[src/rtl/rpn_sequencer_if.sv]
// rpn_sequencer_if: keypad op handshake, error status and operand-stack strobes/readback for rpn_sequencer.
interface rpn_sequencer_if #(
    parameter int WIDTH = 32,
    parameter int CNT_W = 6
);
    logic             op_valid;
    logic             op_ready;
    logic [3:0]       op_code;
    logic [3:0]       op_digit;
    logic             done;
    logic             err_flag;
    logic [1:0]       err_code;
    logic             stk_push;
    logic             stk_pop;
    logic             stk_write;
    logic [WIDTH-1:0] stk_value;
    logic [WIDTH-1:0] stk_top;
    logic [WIDTH-1:0] stk_next;
    logic [CNT_W-1:0] stk_count;
    logic             stk_error;

    modport master (
        input  op_valid, op_code, op_digit, stk_top, stk_next, stk_count, stk_error,
        output op_ready, done, err_flag, err_code, stk_push, stk_pop, stk_write, stk_value
    );

    modport slave (
        output op_valid, op_code, op_digit, stk_top, stk_next, stk_count, stk_error,
        input  op_ready, done, err_flag, err_code, stk_push, stk_pop, stk_write, stk_value
    );
endinterface

[src/rtl/rpn_sequencer.sv]
// rpn_sequencer: runs one keypad op at a time on the operand stack through registered push/pop/write strobes.
// Define RPN_DIV_EN to build the multi-cycle signed divider; without it DIV is rejected as an illegal op.
module rpn_sequencer #(
    parameter int WIDTH = 32,
    parameter int CNT_W = 6
) (
    input logic            clock_i,
    input logic            reset_i,
    rpn_sequencer_if.master bus
);
    typedef enum logic [2:0] {IDLE, EXEC, POP, WRITE, PUSH, DIV, CLR, DONE} state_t;

    localparam logic [3:0] OP_DIGIT = 4'd1, OP_ENTER = 4'd2, OP_DROP = 4'd3, OP_ADD = 4'd4,
                           OP_SUB = 4'd5, OP_MUL = 4'd6, OP_DIV = 4'd7, OP_NEG = 4'd8, OP_CLEAR = 4'd9;
`ifdef RPN_DIV_EN
    localparam bit DIV_EN = 1'b1;
`else
    localparam bit DIV_EN = 1'b0;
`endif

    state_t           state_q, state_d;
    logic [3:0]       op_q, digit_q;
    logic [WIDTH-1:0] a_q, b_q, result_q, result_d;
    logic [CNT_W-1:0] c_q;
    logic             serr_q;
    logic             err_flag_q, err_flag_d;
    logic [1:0]       err_code_q, err_code_d, err_new;
    logic             done_q, push_q, pop_q, write_q;
    logic             accept, binary;

    assign accept = bus.op_valid && bus.op_ready;
    assign binary = op_q inside {OP_ADD, OP_SUB, OP_MUL, OP_DIV};
    assign err_new = ((binary || op_q == OP_DROP) && c_q == CNT_W'(1)) ? 2'd1 :
                     (serr_q || (op_q == OP_ENTER && c_q == '0)) ? 2'd2 :
                     (op_q > OP_CLEAR || (op_q == OP_DIV && (!DIV_EN || b_q == '0))) ? 2'd3 : 2'd0;

    assign bus.op_ready  = state_q == IDLE;
    assign bus.done      = done_q;
    assign bus.err_flag  = err_flag_q;
    assign bus.err_code  = err_code_q;
    assign bus.stk_push  = push_q;
    assign bus.stk_pop   = pop_q;
    assign bus.stk_write = write_q;
    assign bus.stk_value = result_q;

`ifdef RPN_DIV_EN
    localparam int DW = $clog2(WIDTH + 1);
    logic [WIDTH-1:0] quo_q, quo_d, rem_q, rem_d, dvs_q, dvs_d;
    logic [DW-1:0]    cnt_q, cnt_d;
    logic             neg_q, neg_d;
    logic [WIDTH:0]   trial;
    // restoring division on magnitudes; remainder stays below the divisor so WIDTH bits suffice
    assign trial = {rem_q, quo_q[WIDTH-1]} - {1'b0, dvs_q};
`endif

    always_comb begin
        state_d    = state_q;
        result_d   = result_q;
        err_flag_d = err_flag_q;
        err_code_d = err_code_q;
`ifdef RPN_DIV_EN
        quo_d = quo_q;
        rem_d = rem_q;
        dvs_d = dvs_q;
        cnt_d = cnt_q;
        neg_d = neg_q;
`endif
        case (state_q)
            IDLE: state_d = accept ? EXEC : IDLE;
            EXEC: begin
                if (err_new != 2'd0) begin
                    state_d    = DONE;
                    err_flag_d = 1'b1;
                    err_code_d = err_flag_q ? err_code_q : err_new;
                end else begin
                    case (op_q)
                        OP_DIGIT: begin result_d = b_q * WIDTH'(10) + WIDTH'(digit_q); state_d = WRITE; end
                        OP_ENTER: state_d = PUSH;
                        OP_DROP:  state_d = POP;
                        OP_ADD:   begin result_d = a_q + b_q; state_d = POP; end
                        OP_SUB:   begin result_d = a_q - b_q; state_d = POP; end
                        OP_MUL:   begin result_d = a_q * b_q; state_d = POP; end
                        OP_NEG:   begin result_d = -b_q; state_d = WRITE; end
                        OP_CLEAR: begin
                            result_d   = '0;
                            err_flag_d = 1'b0;
                            err_code_d = 2'd0;
                            state_d    = c_q == CNT_W'(1) ? WRITE : CLR;
                        end
`ifdef RPN_DIV_EN
                        OP_DIV: begin
                            quo_d   = a_q[WIDTH-1] ? -a_q : a_q;
                            dvs_d   = b_q[WIDTH-1] ? -b_q : b_q;
                            rem_d   = '0;
                            cnt_d   = '0;
                            neg_d   = a_q[WIDTH-1] ^ b_q[WIDTH-1];
                            state_d = DIV;
                        end
`endif
                        default: state_d = DONE;
                    endcase
                end
            end
            POP:   state_d = op_q == OP_DROP ? DONE : WRITE;
            WRITE: state_d = DONE;
            PUSH:  state_d = DONE;
`ifdef RPN_DIV_EN
            DIV: begin
                if (cnt_q == DW'(WIDTH)) begin
                    result_d = neg_q ? -quo_q : quo_q;
                    state_d  = POP;
                end else begin
                    rem_d = trial[WIDTH] ? {rem_q[WIDTH-2:0], quo_q[WIDTH-1]} : trial[WIDTH-1:0];
                    quo_d = {quo_q[WIDTH-2:0], ~trial[WIDTH]};
                    cnt_d = cnt_q + DW'(1);
                end
            end
`endif
            // count is live and pre-pop: the pop issued while it reads 2 leaves only the bottom entry
            CLR:   state_d = bus.stk_count inside {CNT_W'(1), CNT_W'(2)} ? WRITE : CLR;
            DONE:  state_d = IDLE;
            default: state_d = IDLE;
        endcase
    end

    always_ff @(posedge clock_i) begin
        if (reset_i) begin
            state_q    <= IDLE;
            result_q   <= '0;
            err_flag_q <= 1'b0;
            err_code_q <= 2'd0;
            done_q     <= 1'b0;
            push_q     <= 1'b0;
            pop_q      <= 1'b0;
            write_q    <= 1'b0;
        end else begin
            state_q    <= state_d;
            result_q   <= result_d;
            err_flag_q <= err_flag_d;
            err_code_q <= err_code_d;
            done_q     <= state_d == DONE;
            push_q     <= state_d == PUSH;
            pop_q      <= state_d inside {POP, CLR};
            write_q    <= state_d == WRITE;
        end
    end

    always_ff @(posedge clock_i) begin
        if (accept) begin
            op_q    <= bus.op_code;
            digit_q <= bus.op_digit;
            a_q     <= bus.stk_next;
            b_q     <= bus.stk_top;
            c_q     <= bus.stk_count;
            serr_q  <= bus.stk_error;
        end
    end

`ifdef RPN_DIV_EN
    always_ff @(posedge clock_i) begin
        quo_q <= quo_d;
        rem_q <= rem_d;
        dvs_q <= dvs_d;
        cnt_q <= cnt_d;
        neg_q <= neg_d;
    end
`endif
endmodule
[src/flat_wrapper.sv]
// flat-port wrapper written by rule: the top's interface ports become plain ports
module rpn_sequencer_flat 
#(
    parameter int WIDTH = 32,
    parameter int CNT_W = 6
)
  (clock_i, reset_i, bus_op_valid, bus_op_code, bus_op_digit, bus_stk_top, bus_stk_next, bus_stk_count, bus_stk_error, bus_op_ready, bus_done, bus_err_flag, bus_err_code, bus_stk_push, bus_stk_pop, bus_stk_write, bus_stk_value);
  rpn_sequencer_if #(.WIDTH(WIDTH), .CNT_W(CNT_W)) bus_i ();
  input logic clock_i;
  input logic reset_i;
  input wire logic [$bits(bus_i.op_valid)-1:0] bus_op_valid;
  input wire logic [$bits(bus_i.op_code)-1:0] bus_op_code;
  input wire logic [$bits(bus_i.op_digit)-1:0] bus_op_digit;
  input wire logic [$bits(bus_i.stk_top)-1:0] bus_stk_top;
  input wire logic [$bits(bus_i.stk_next)-1:0] bus_stk_next;
  input wire logic [$bits(bus_i.stk_count)-1:0] bus_stk_count;
  input wire logic [$bits(bus_i.stk_error)-1:0] bus_stk_error;
  output wire logic [$bits(bus_i.op_ready)-1:0] bus_op_ready;
  output wire logic [$bits(bus_i.done)-1:0] bus_done;
  output wire logic [$bits(bus_i.err_flag)-1:0] bus_err_flag;
  output wire logic [$bits(bus_i.err_code)-1:0] bus_err_code;
  output wire logic [$bits(bus_i.stk_push)-1:0] bus_stk_push;
  output wire logic [$bits(bus_i.stk_pop)-1:0] bus_stk_pop;
  output wire logic [$bits(bus_i.stk_write)-1:0] bus_stk_write;
  output wire logic [$bits(bus_i.stk_value)-1:0] bus_stk_value;
  assign bus_i.op_valid = bus_op_valid;
  assign bus_i.op_code = bus_op_code;
  assign bus_i.op_digit = bus_op_digit;
  assign bus_i.stk_top = bus_stk_top;
  assign bus_i.stk_next = bus_stk_next;
  assign bus_i.stk_count = bus_stk_count;
  assign bus_i.stk_error = bus_stk_error;
  assign bus_op_ready = bus_i.op_ready;
  assign bus_done = bus_i.done;
  assign bus_err_flag = bus_i.err_flag;
  assign bus_err_code = bus_i.err_code;
  assign bus_stk_push = bus_i.stk_push;
  assign bus_stk_pop = bus_i.stk_pop;
  assign bus_stk_write = bus_i.stk_write;
  assign bus_stk_value = bus_i.stk_value;
  rpn_sequencer #(.WIDTH(WIDTH), .CNT_W(CNT_W)) u_core (.clock_i(clock_i), .reset_i(reset_i), .bus(bus_i));
endmodule
[config.mk]
export PLATFORM = sky130hd
export DESIGN_NAME = rpn_sequencer_flat
export DESIGN_NICKNAME = d
export VERILOG_FILES = /design/src/rtl/rpn_sequencer_if.sv /design/src/rtl/rpn_sequencer.sv /design/src/flat_wrapper.sv
export SDC_FILE = /design/constraint.sdc
export NUM_CORES = 2
export LEC_CHECK = 0
export CAP_MARGIN = 20
export CELL_PAD_IN_SITES_DETAIL_PLACEMENT = 1
export CELL_PAD_IN_SITES_GLOBAL_PLACEMENT = 1
export CORE_ASPECT_RATIO = 0.9
export CORE_MARGIN = 5
export CORE_UTILIZATION = 50
export DETAILED_ROUTE_END_ITERATION = 10
export PLACE_DENSITY = 0.84
export SYNTH_ARGS = -nofsm -noshare
export SYNTH_HDL_FRONTEND = slang
export SYNTH_SLANG_ARGS = --single-unit
[constraint.sdc]
create_clock -name clock_i -period 10 [get_ports clock_i]
set_input_delay 2.5 -clock clock_i [delete_from_list [all_inputs] [get_ports clock_i]]
set_output_delay 2.5 -clock clock_i [all_outputs]
set_load 0.1 [all_outputs]
==> flow_metrics.tcl <==
set metrics [dict create \
    layout-drive-gt1-share 0.0419 \
    crit_required_ns 10.32 \
    netlist_area_sq_mm 0.0263 \
    grt_pass1_wl_um 147000 \
    fin_crit_sh 0.866 \
    overflow 0 \
    synth_seq_cells 121 \
    vias 22406 \
    clk_pin_slew_worst_paths_ns 0.08 \
    synth_most_common_cell "inv_1" \
    antenna_found_initial 2 \
    post-cts-setup-buffer-count 0 \
    synth_cell_types 95 \
    netlist_instances 2908 \
    slew_violations 0 \
    crit_type "reg2reg" \
    tightest_slew_ns 1.25 \
    grt_max_degree 80 \
    cts_hold_buf 0 \
    antenna_cells 0 \
    r2r_start "u_core.b_q[3]$_DFFE_PP_" \
    fmax_ghz 0.116 \
    syn_to_final_growth_pct 10.1 \
    synth_area_leaders "fa_1 (31%), ha_1 (12%), edfxtp_1 (9.0%)" \
    core_sq_mm 0.0519 \
    endpoint_kind "flip-flop" \
    post_drt_wl_per_cell_um 25.8 \
    outcome "finished clean" \
    yosysTopAreaCell "fa_1" \
    synth_common_cells "inv_1 (442), fa_1 (412), and2_1 (312)" \
    synth_top_area_share 0.314 \
    drtAntennaViolNets 0 \
    fp.dieH_um 228 \
    cts_tree "built" \
    crit_path_start_kind "flip-flop" \
    worstPathMaxFanout 32 \
    yosys_most_used_dff "edfxtp_1" \
    syn_nets 3645 \
    yosys_warnings 0 \
    fin_crit_ns 8.66 \
    rr_endpoint "u_core.bus.stk_value[26]$_SDFFE_PP0P_" \
    slew_headroom 0.167 \
    fin_setup_tns_ns 0 \
    syn_area_per_cell_sq_um 9.05 \
    dpl.hpwl_um 73000 \
    cts_buffers 17 \
    r2r_cells 23 \
    cts_resized 0 \
    cts-root-buf "clkbuf_16" \
    worstSetupEndpoint "u_core.bus.stk_value[26]$_SDFFE_PP0P_" \
    cts.sinks 121 \
    htreeDepth 4 \
    cts_max_path_buffers 2 \
    portBuffers 121 \
    hold_viol 0 \
    min_path_type "reg2reg" \
    die-width_um 252 \
    synth_edf_count 79 \
    clk_latency_ns 0.45 \
    routed_wl_um 94600 \
    grt_pass1_vias 25283 \
    first_pass_iters 7 \
    layout.nets 3707 \
    cap_violations 0 \
    drc 0 \
    io_pins 122 \
    viasPerCell 6.10 \
    start_util 0.507 \
    fin_skew_ns 0.0258 \
    dieArea_sq_mm 0.0573 \
    grt_usage 0.333 \
    rsz0062_at_grt "false" \
    seq_area_frac_synth 0.122 \
    reg2reg_slack_ns 1.34 \
    min_path_cells 2 \
    drtIter0Drc 1587 \
    synthArstFlopShare 0 \
    gp_congestion 0.925 \
    crit_arrival_ns 8.98 \
    startpoint "u_core.b_q[3]$_DFFE_PP_" \
    setup_viol 0 \
    row_count 79 \
    nFillCells 5964 \
]
-- worst max-delay path, cell delays in order, from the launching register on --
cell and delay (ns):
edfxtp_1 1.13, and2_1 0.29, fa_1 0.43, inv_1 0.08, fa_1 0.43, fa_1 0.49
fa_1 0.55, inv_1 0.04, ha_1 0.28, ha_1 0.31, fa_1 0.51, fa_1 0.42
ha_1 0.33, nand2_1 0.12, or4b_2 0.63, a211oi_1 0.40, o31ai_1 0.26, o31ai_1 0.58
o311a_1 0.41, o21bai_1 0.11, a211oi_1 0.30, o22ai_1 0.13, o211ai_1 0.21, a21oi_1 0.08
-- metrics by stage --
step | hold slack (ns) | setup slack (ns) | utilization | cell area (sq um) | std cells
3_3_place_gp | 0.439 | 1.84 | 0.543 | 28200 | 3631
6_report | 0.454 | 1.34 | 0.558 | 29000 | 3671
5_1_grt | 0.485 | 1.20 | 0.558 | 29000 | 3671
4_1_cts | 0.459 | 1.34 | 0.555 | 28800 | 3664
2_1_floorplan | 0.592 | 2.78 | - | 26300 | 2908
3_5_place_dp | 0.450 | 1.35 | 0.544 | 28200 | 3632
-- routing by layer --
metal | vias up | wire length (um) | global-route usage | part of all wire
li1 | 9597 | - | - | -
met1 | 11585 | 37100 | 0.414 | 0.39
met2 | 927 | 45900 | 0.578 | 0.48
met3 | 293 | 6640 | 0.0581 | 0.070
met4 | 4 | 4990 | 0.141 | 0.053
met5 | - | 23 | 0 | 0.00024
-- cells in the final DEF (no fill, tap or decap), types with 25 or more instances in the layout --
cell type	instances
a211oi_1	34
a21o_1	52
a21oi_1	99
and2_1	311
buf_4	45
clkdlybuf4s50_1	121
dfxtp_1	42
edfxtp_1	79
fa_1	412
ha_1	243
inv_1	442
nand2_1	288
nand2b_1	25
nor2_1	95
nor2b_1	47
nor3_1	45
o21ai_0	77
xnor2_1	120
xor2_1	48
-- worst min path at each step --
stage | start | endpoint | slack [ns]
finish | u_core.bus.stk_value[14]$_SDFFE_PP0P_ | u_core.bus.stk_value[14]$_SDFFE_PP0P_ | 0.45
global route | u_core.bus.stk_value[14]$_SDFFE_PP0P_ | u_core.bus.stk_value[14]$_SDFFE_PP0P_ | 0.48
CTS | u_core.bus.stk_value[14]$_SDFFE_PP0P_ | u_core.bus.stk_value[14]$_SDFFE_PP0P_ | 0.46
detailed placement | u_core.bus.stk_value[14]$_SDFFE_PP0P_ | u_core.bus.stk_value[14]$_SDFFE_PP0P_ | 0.45
global placement | u_core.bus.stk_value[14]$_SDFFE_PP0P_ | u_core.bus.stk_value[14]$_SDFFE_PP0P_ | 0.44
floorplan | u_core.state_q[2]$_SDFF_PP0_ | u_core.state_q[0]$_SDFF_PP0_ | 0.59
-- cell families after synthesis --
kind of cell             Yosys count  synth area share
buffers and inverters            573            0.0841
AO/OA/AOI/OAI                    463             0.121
XOR/XNOR                         168            0.0559
multiplexers                       8           0.00304
adder cells (fa/ha/maj)          655             0.429
flip-flops                       121             0.122
AND/OR/NAND/NOR                  920             0.185
-- layout make-up --
| type | instances | area (sq um) | area share |
|---|---|---|---|
| tap | 688 | 861 | 0.0297 |
| clock buffer | 17 | 425 | 0.0147 |
| timing repair buffer | 174 | 1730 | 0.0599 |
| multi-input combinational | 2214 | 20900 | 0.721 |
| clock inverter | 15 | 180 | 0.00622 |
| sequential | 121 | 3210 | 0.111 |
| inverter | 442 | 1660 | 0.0573 |
-- state kept, by name, indices dropped and copies added (netlist names), 2 cells and up --
signal and flops:
u_core.bus.stk_value 32, u_core.a_q 32, u_core.op_q 4, u_core.bus.err_code 2
u_core.b_q 32, u_core.state_q 3, u_core.digit_q 4, u_core.c_q 6
Power is not shown: default switching activity piles up to over one toggle a cycle in this logic, so the estimate is an artifact.
